### config.mk
export PLATFORM = sky130hd
export DESIGN_NAME = onehot_decoder_hold
export DESIGN_NICKNAME = d
export VERILOG_FILES = /design/src/rtl/onehot_decoder_hold.sv
export SDC_FILE = /design/constraint.sdc
export NUM_CORES = 1
export LEC_CHECK = 0
export BUFFER_PORTS_ARGS = -buffer_cell sky130_fd_sc_hd__buf_2
export CAP_MARGIN = 10
export CORE_MARGIN = 1.5
export CORE_UTILIZATION = 50
export DETAILED_ROUTE_END_ITERATION = 12
export GPL_ROUTABILITY_DRIVEN = 0
export HOLD_SLACK_MARGIN = 0.03
export PLACE_DENSITY = 0.74
export SLEW_MARGIN = 30
export SYNTH_ARGS = -nofsm -noshare
export SYNTH_HDL_FRONTEND = slang
export SYNTH_SLANG_ARGS = --single-unit
export TNS_END_PERCENT = 20
### constraint.sdc
create_clock -name clk -period 1.9 [get_ports clk]
set_input_delay 0.19 -clock clk [delete_from_list [all_inputs] [get_ports clk]]
set_output_delay 0.19 -clock clk [all_outputs]
set_load 0.1 [all_outputs]
### src/rtl/onehot_decoder_hold.sv
`default_nettype none
// ---------------------------------------------------------------------------
// onehot_decoder_hold: accepts a 3-bit code over valid/ready and drives a
// one-hot vector plus a 7-segment digit for HOLD_CYCLES cycles. Rev 1.0
// ---------------------------------------------------------------------------
module onehot_decoder_hold #(
  parameter int HOLD_CYCLES = 8,
  parameter int CNT_W       = 16
) (
  input  logic       clk,
  input  logic       rst_n,
  input  logic       en,
  input  logic       in_valid,
  input  logic [2:0] in_code,
  output logic       in_ready,
  output logic [7:0] out_onehot,
  output logic [2:0] out_code,
  output logic       out_valid,
  output logic [7:0] seg_n,
  output logic       done
);

  typedef enum logic [0:0] {
    IDLE = 1'b0,
    HOLD = 1'b1
  } state_t;

  localparam logic [CNT_W-1:0] LOAD_VAL = CNT_W'(HOLD_CYCLES - 1);

  state_t           state, state_nxt;
  logic [CNT_W-1:0] counter, counter_nxt;
  logic [7:0]       onehot_nxt, seg_nxt;
  logic [2:0]       code_nxt;
  logic             valid_nxt, done_nxt;

  // Active-low segments, dp off; bit order dp,g,f,e,d,c,b,a.
  function automatic logic [7:0] seg_pattern(input logic [2:0] c);
    logic [7:0] p;
    case (c)
      3'd0:    p = 8'hC0;
      3'd1:    p = 8'hF9;
      3'd2:    p = 8'hA4;
      3'd3:    p = 8'hB0;
      3'd4:    p = 8'h99;
      3'd5:    p = 8'h92;
      3'd6:    p = 8'h82;
      default: p = 8'hF8;
    endcase
    return p;
  endfunction

  assign in_ready = (state == IDLE) && en;

  always_comb begin
    state_nxt   = state;
    counter_nxt = counter;
    onehot_nxt  = out_onehot;
    code_nxt    = out_code;
    valid_nxt   = out_valid;
    seg_nxt     = seg_n;
    done_nxt    = 1'b0;
    case (state)
      IDLE: begin
        if (in_valid && in_ready) begin
          state_nxt   = HOLD;
          counter_nxt = LOAD_VAL;
          onehot_nxt  = 8'b1 << in_code;
          code_nxt    = in_code;
          valid_nxt   = 1'b1;
          seg_nxt     = seg_pattern(in_code);
        end
      end
      HOLD: begin
        if (en && (counter != '0)) begin
          counter_nxt = counter - CNT_W'(1);
        end else begin
          // Abort (en low) and normal expiry both clear; only expiry pulses done.
          state_nxt   = IDLE;
          counter_nxt = '0;
          onehot_nxt  = 8'h00;
          code_nxt    = 3'd0;
          valid_nxt   = 1'b0;
          seg_nxt     = 8'hFF;
          done_nxt    = en;
        end
      end
      default: state_nxt = IDLE;
    endcase
  end

  always_ff @(posedge clk or negedge rst_n) begin
    if (!rst_n) begin
      state      <= IDLE;
      counter    <= '0;
      out_onehot <= 8'h00;
      out_code   <= 3'd0;
      out_valid  <= 1'b0;
      seg_n      <= 8'hFF;
      done       <= 1'b0;
    end else begin
      state      <= state_nxt;
      counter    <= counter_nxt;
      out_onehot <= onehot_nxt;
      out_code   <= code_nxt;
      out_valid  <= valid_nxt;
      seg_n      <= seg_nxt;
      done       <= done_nxt;
    end
  end

endmodule
`default_nettype wire

# After elaboration in Yosys (flattened, before gate mapping)
# Cells that the tools add are included.
# Widths: inputs -> output; s select.
# totals
ramBits,0
romBits,0
mem_count,0
in_bits,7
out_inout_bits,22
regBits,38
latch_bits,0
# op_classes
n_mul,0
reduce_logical,6
n_shift,1
n_lt_le_gt_ge,0
n_addsub,1
n_eq_ne,8
n_div,0
n_mux,21
bitwise_logic,1
# op_table
cell,count
$pmux 7 s7,1
$mux 16,2
$mux 8,4
$pmux 16 s2,1
$pmux 8 s2,2
$reduce_bool 16->1,1
$sub 16x1->16 const B,1
$eq 3x3->1 const B,3
$shl 1x3->8 const A,1
$eq 3x2->1 const B,2
$mux 1,6
$mux 3,2
$pmux 3 s2,1
$pmux 1 s2,2
$eq 3x1->1 const B,1
$logic_and 1x1->1,3
$logic_not 3->1,1
$ne 2x1->1 const B,1
$ne 2x2->1 const B,1
$reduce_and 2->1,1
$not 1->1,1

# Depth between registers and ports, before layout
# depth
word_depth,5
depth_mapped,7

# Worst setup path before layout
# Ideal clock, no wire load.
# synth_timing
path_type,register to register
from,reg state
to,reg seg_n[3]
setup_time_ps,82
slack_ps,-705
synth_period_minus_slack_ps,2605
arrival_ps,2523
n_path_buf,1
stages_incl_launch_ff,6
cell_sequence,dfrtp_1 -> nor2b_1 -> and2_1 -> buf_2 -> o221ai_1 -> o31a_1
# synth_via
elab_chain_len,5
# synth_lines
element,line,text
start: declaration,30,"state_t state, state_nxt;"
start signal: assignment,101,state <= state_nxt;
$not 1->1,-,
$logic_and 1x1->1,52,assign in_ready = (state == IDLE) && en;
net in_ready,15,"output logic in_ready,"
$logic_and 1x1->1,64,if (in_valid && in_ready) begin
$ne 2x1->1 (no line),-,
$reduce_and 2->1 (no line),-,
end signal: assignment,106,seg_n <= seg_nxt;
end: declaration,19,"output logic [7:0] seg_n,"
# The timed path passes the listed nets, and every way through them passes these cells.
# A chain may end at the register's enable or synchronous reset.

# Final worst setup path
# layout_timing
from,reg counter[1]
to,reg counter[13]
# layout_via
elab_chain_len,4
# layout_lines
element,line,text
start: declaration,31,"logic [CNT_W-1:0] counter, counter_nxt;"
start signal: assignment,102,counter <= counter_nxt;
branches (longest 2 deep; another with $sub 16x1->16),-,
$mux 16 (*),74,if (en && (counter != '0)) begin
$pmux 16 s2 (*),62,case (state)
# Mark *: on every way between the ends.

==> impl_metrics.csv <==
group,metric,value,unit
run_status,status,"finished, final reports clean",
synth,synthXorXnorAreaFrac,0.912,%
clock_network,clk_pin_slew,0.07,ns
layout,syn2layout_area_growth,19.8,%
clock_network,cts_max_level,2,
critical_path,crit_chain,"inv_1 -> ha_1 -> nor3b_2 -> buf_6 -> and4_4 -> or3_1 -> o22ai_1",
critical_path,start_kind,"register",
power,p_seq_share,32.3,%
synth,yosys.area.top_type,"dfrtp_1",
synth,ys_seq_area_share,48.7,%
synth,synth_top_family_by_area,"simple AND/OR/NAND/NOR gates",
critical_path,cp.arrival,2.01,ns
floorplanning,io_pins,29,
placed_design,pre_cts_ws,-0.0691,ns
sta,worst_hold_slack,0.240,ns
sta,hold_violations,0,
synth,synth.top_cells.by_count,"dfrtp_1, nand2_1, inv_1",
synth,syn_avg_cell_area,10.2,µm²
synth,ys_seq_elements,37,
synth,synth_flop_cell,"dfrtp_1",
detailed_routing,drt_first_pass_iters,4,
synth,synth_fp_nets,197,
sta,fin_crit_sh,94.7,%
detailed_routing,wire_per_inst,15.8,µm
power,ir_drop,887,µV
synth,yosys_warnings,0,
synth,synth_fa_ha_area_share,1.17,%
grt,grt_pass1_vias,1621,
placed_design,postPlaceCellArea,2110,µm²
synth,ys_types,53,
run,max_cap_violations,0,
floorplanning,die_x,65.0,µm
layout,nets,229,
detailed_routing,drt_iter0_drc,82,
synth,synth_compound_area_share,20.8,%
sta,fmax,0.556,GHz
critical_path,slowest_stage,"dfrtp_1",
detailed_routing,vias_per_cell,5.99,
sta,skew,0.00424,ns
sta,rsz0062_at_grt,"true",
power,internal_power,1940,µW
grt,grt-ovfl-total,0,
synth,synthDominantCellAreaShare,39.1,%
layout,num-fill-cells,298,
sta,setup_ws,0.100,ns
sta,min_period,1.80,ns
layout,insertedDiodeCount,0,
sta,tightest_slew,0.790,ns
clock_network,cts_tree,"done",
detailed_routing,postRouteAntennaNets,0,
clock_network,clk_latency,0.29,ns
critical_path,path_max_fanout,11,
power,combPwrFrac,45.0,%
layout,multi_input_area,895,µm²
clock_network,cts_root_buf,"clkbuf_8",
worst_hold_path,min_path_type,"input port to register",
synth,async_flop_share,100,%
power,clockPowerShare,22.6,%
critical_path,max_stage_delay,0.41,ns
critical_path,worstPathRequired,2.11,ns
layout,drive_gt1_share,30.6,%
synth,yosysMostFrequentCell,"dfrtp_1",
clock_network,numCtsBuffers,5,
detailed_routing,drc,0,
power,power.net_switching,1610,µW
critical_path,path_class,"register to register",
power,swShare,45.3,%
floorplanning,start_util,52.5,%
grt,antenna_found_initial,0,
placed_design,port_buffers,27,
synth,synth-edff-count,0,
layout,fin_area,2300,µm²
floorplanning,dieArea,4220,µm²
placed_design,dp_hpwl,3000,µm
power,power_density,1540,nW/µm²
synth,synth_area_leaders,"dfrtp_1, dfstp_2, nand2_1, nor4_4, a31oi_1",
detailed_routing,num_vias,1616,
floorplanning,core_area,3660,µm²
detailed_routing,finalWirelength,4260,µm
grt,grt_first_pass_wirelength,7450,µm
synth,syn_area,1920,µm²
synth,synthMuxAreaShare,0.521,%
synth,synth-simple-area-share,21.9,%
grt,grt_start_max_net_pins,38,
sta,drv_slew,0,
grt,track_usage,22.8,%
sta,setup_viol,0,
clock_network,clock_path_buffers,2,
sta,tns,0,ns
layout,register_area,935,µm²
critical_path,cp-end-kind,"register",
floorplanning,rows,22,
clock_network,clock_sinks,37,
power,power_leakage,0.00103,µW
synth,syn_inst,189,
floorplanning,die_h,65.0,µm
sta,slew_headroom,47.3,%
metal layers:
metal	track usage, %	vias to the layer above	part of all wire, %
li1	-	764	-
met1	28.2	791	42
met2	38.5	56	51
met3	6.77	5	6.2
met4	6.65	0	1.1
met5	0	-	0
power by group through the flow:
stage               clock [µW]  combinational (µW)  sequential [µW]
global placement             0                1510             1140
floorplan                    0                 662             1740
detailed placement           0                1540             1160
CTS                        817                1550             1140
finish                     802                1600             1150
global route               852                1710             1170
worst max-delay path, delay by kind of cell, from the launching register on:
kind,cells,cell delay (ns)
compound gates,1,0.14
buf+inv,2,0.23
simple gates,3,0.73
fa+ha+maj,1,0.21
flops,1,0.41
layout by cell type (no fill, tap or decap), types with 2 or more instances in the layout:
| master | n |
|---|---|
| buf_6 | 2 |
| nand2_1 | 21 |
| o31a_2 | 3 |
| nor2_1 | 9 |
| nand4_1 | 5 |
| o221ai_1 | 2 |
| o21ai_0 | 9 |
| a22o_1 | 3 |
| a21oi_1 | 5 |
| or3_1 | 2 |
| nor4_4 | 3 |
| buf_4 | 6 |
| o31a_1 | 2 |
| a31oi_1 | 8 |
| nand2b_1 | 2 |
| dfstp_2 | 7 |
| and2_1 | 3 |
| inv_1 | 12 |
| nor3_1 | 2 |
| o22ai_1 | 4 |
| dfrtp_1 | 30 |
| bufinv_16 | 2 |
| nor4_1 | 2 |
| a32o_1 | 4 |
| buf_2 | 27 |
| o31ai_1 | 2 |
| clkbuf_8 | 5 |
| o211ai_1 | 2 |
| nand3_1 | 9 |
stage by stage:
stage	utilization [%]	instances	power (µW)
global route	62.9	270	3730
detailed placement	57.6	259	2690
global placement	57.6	259	2650
CTS	61.7	268	3510
floorplan	-	189	2400
finish	62.9	270	3550
kinds of logic (layout without fill, tap and decap cells):
family / count (synthesis) / count (layout)
xor+xnor: 2 / 2
other cells: 1 / 1
mux: 1 / 1
buf+inv: 24 / 57
compound gates: 54 / 54
simple gates: 68 / 68
fa+ha+maj: 2 / 2
flops: 37 / 37
final timing paths:
check	slack (ns)	end	depth (start not counted)	startpoint
max	0.10	counter[13]	7	counter[1]
min	0.24	out_code[1]	3	in_code[1]
max reg2reg	0.10	counter[13]	7	counter[1]
min reg2reg	0.46	seg_n[4]	2	seg_n[4]
max in group asynchronous	0.89	out_code[0]	2	rst_n
min in group asynchronous	0.52	counter[8]	2	rst_n
final cells by class:
| class | instances | area share, % |
|---|---|---|
| inverters | 12 | 1.96 |
| repair buffers | 37 | 10.1 |
| clock inverters | 3 | 2.83 |
| flip-flops and latches | 37 | 40.6 |
| well taps | 48 | 2.61 |
| multi-input cells | 128 | 38.9 |
| clock buffers | 5 | 2.99 |
repair_timing:
action,4_1_cts,5_1_grt
buffers inserted,0,2
pin swaps,0,2
setup endpoints to repair,11,18
resized for setup,1,3
hold endpoints to repair,30,0
hold buffers,1,0
state kept, by name, indices dropped and copies added, names as in the netlist:
register,count
counter,16
done,1
out_code,3
out_onehot,8
out_valid,1
seg_n,7
state,1
Power figures use the tool's default switching activity.
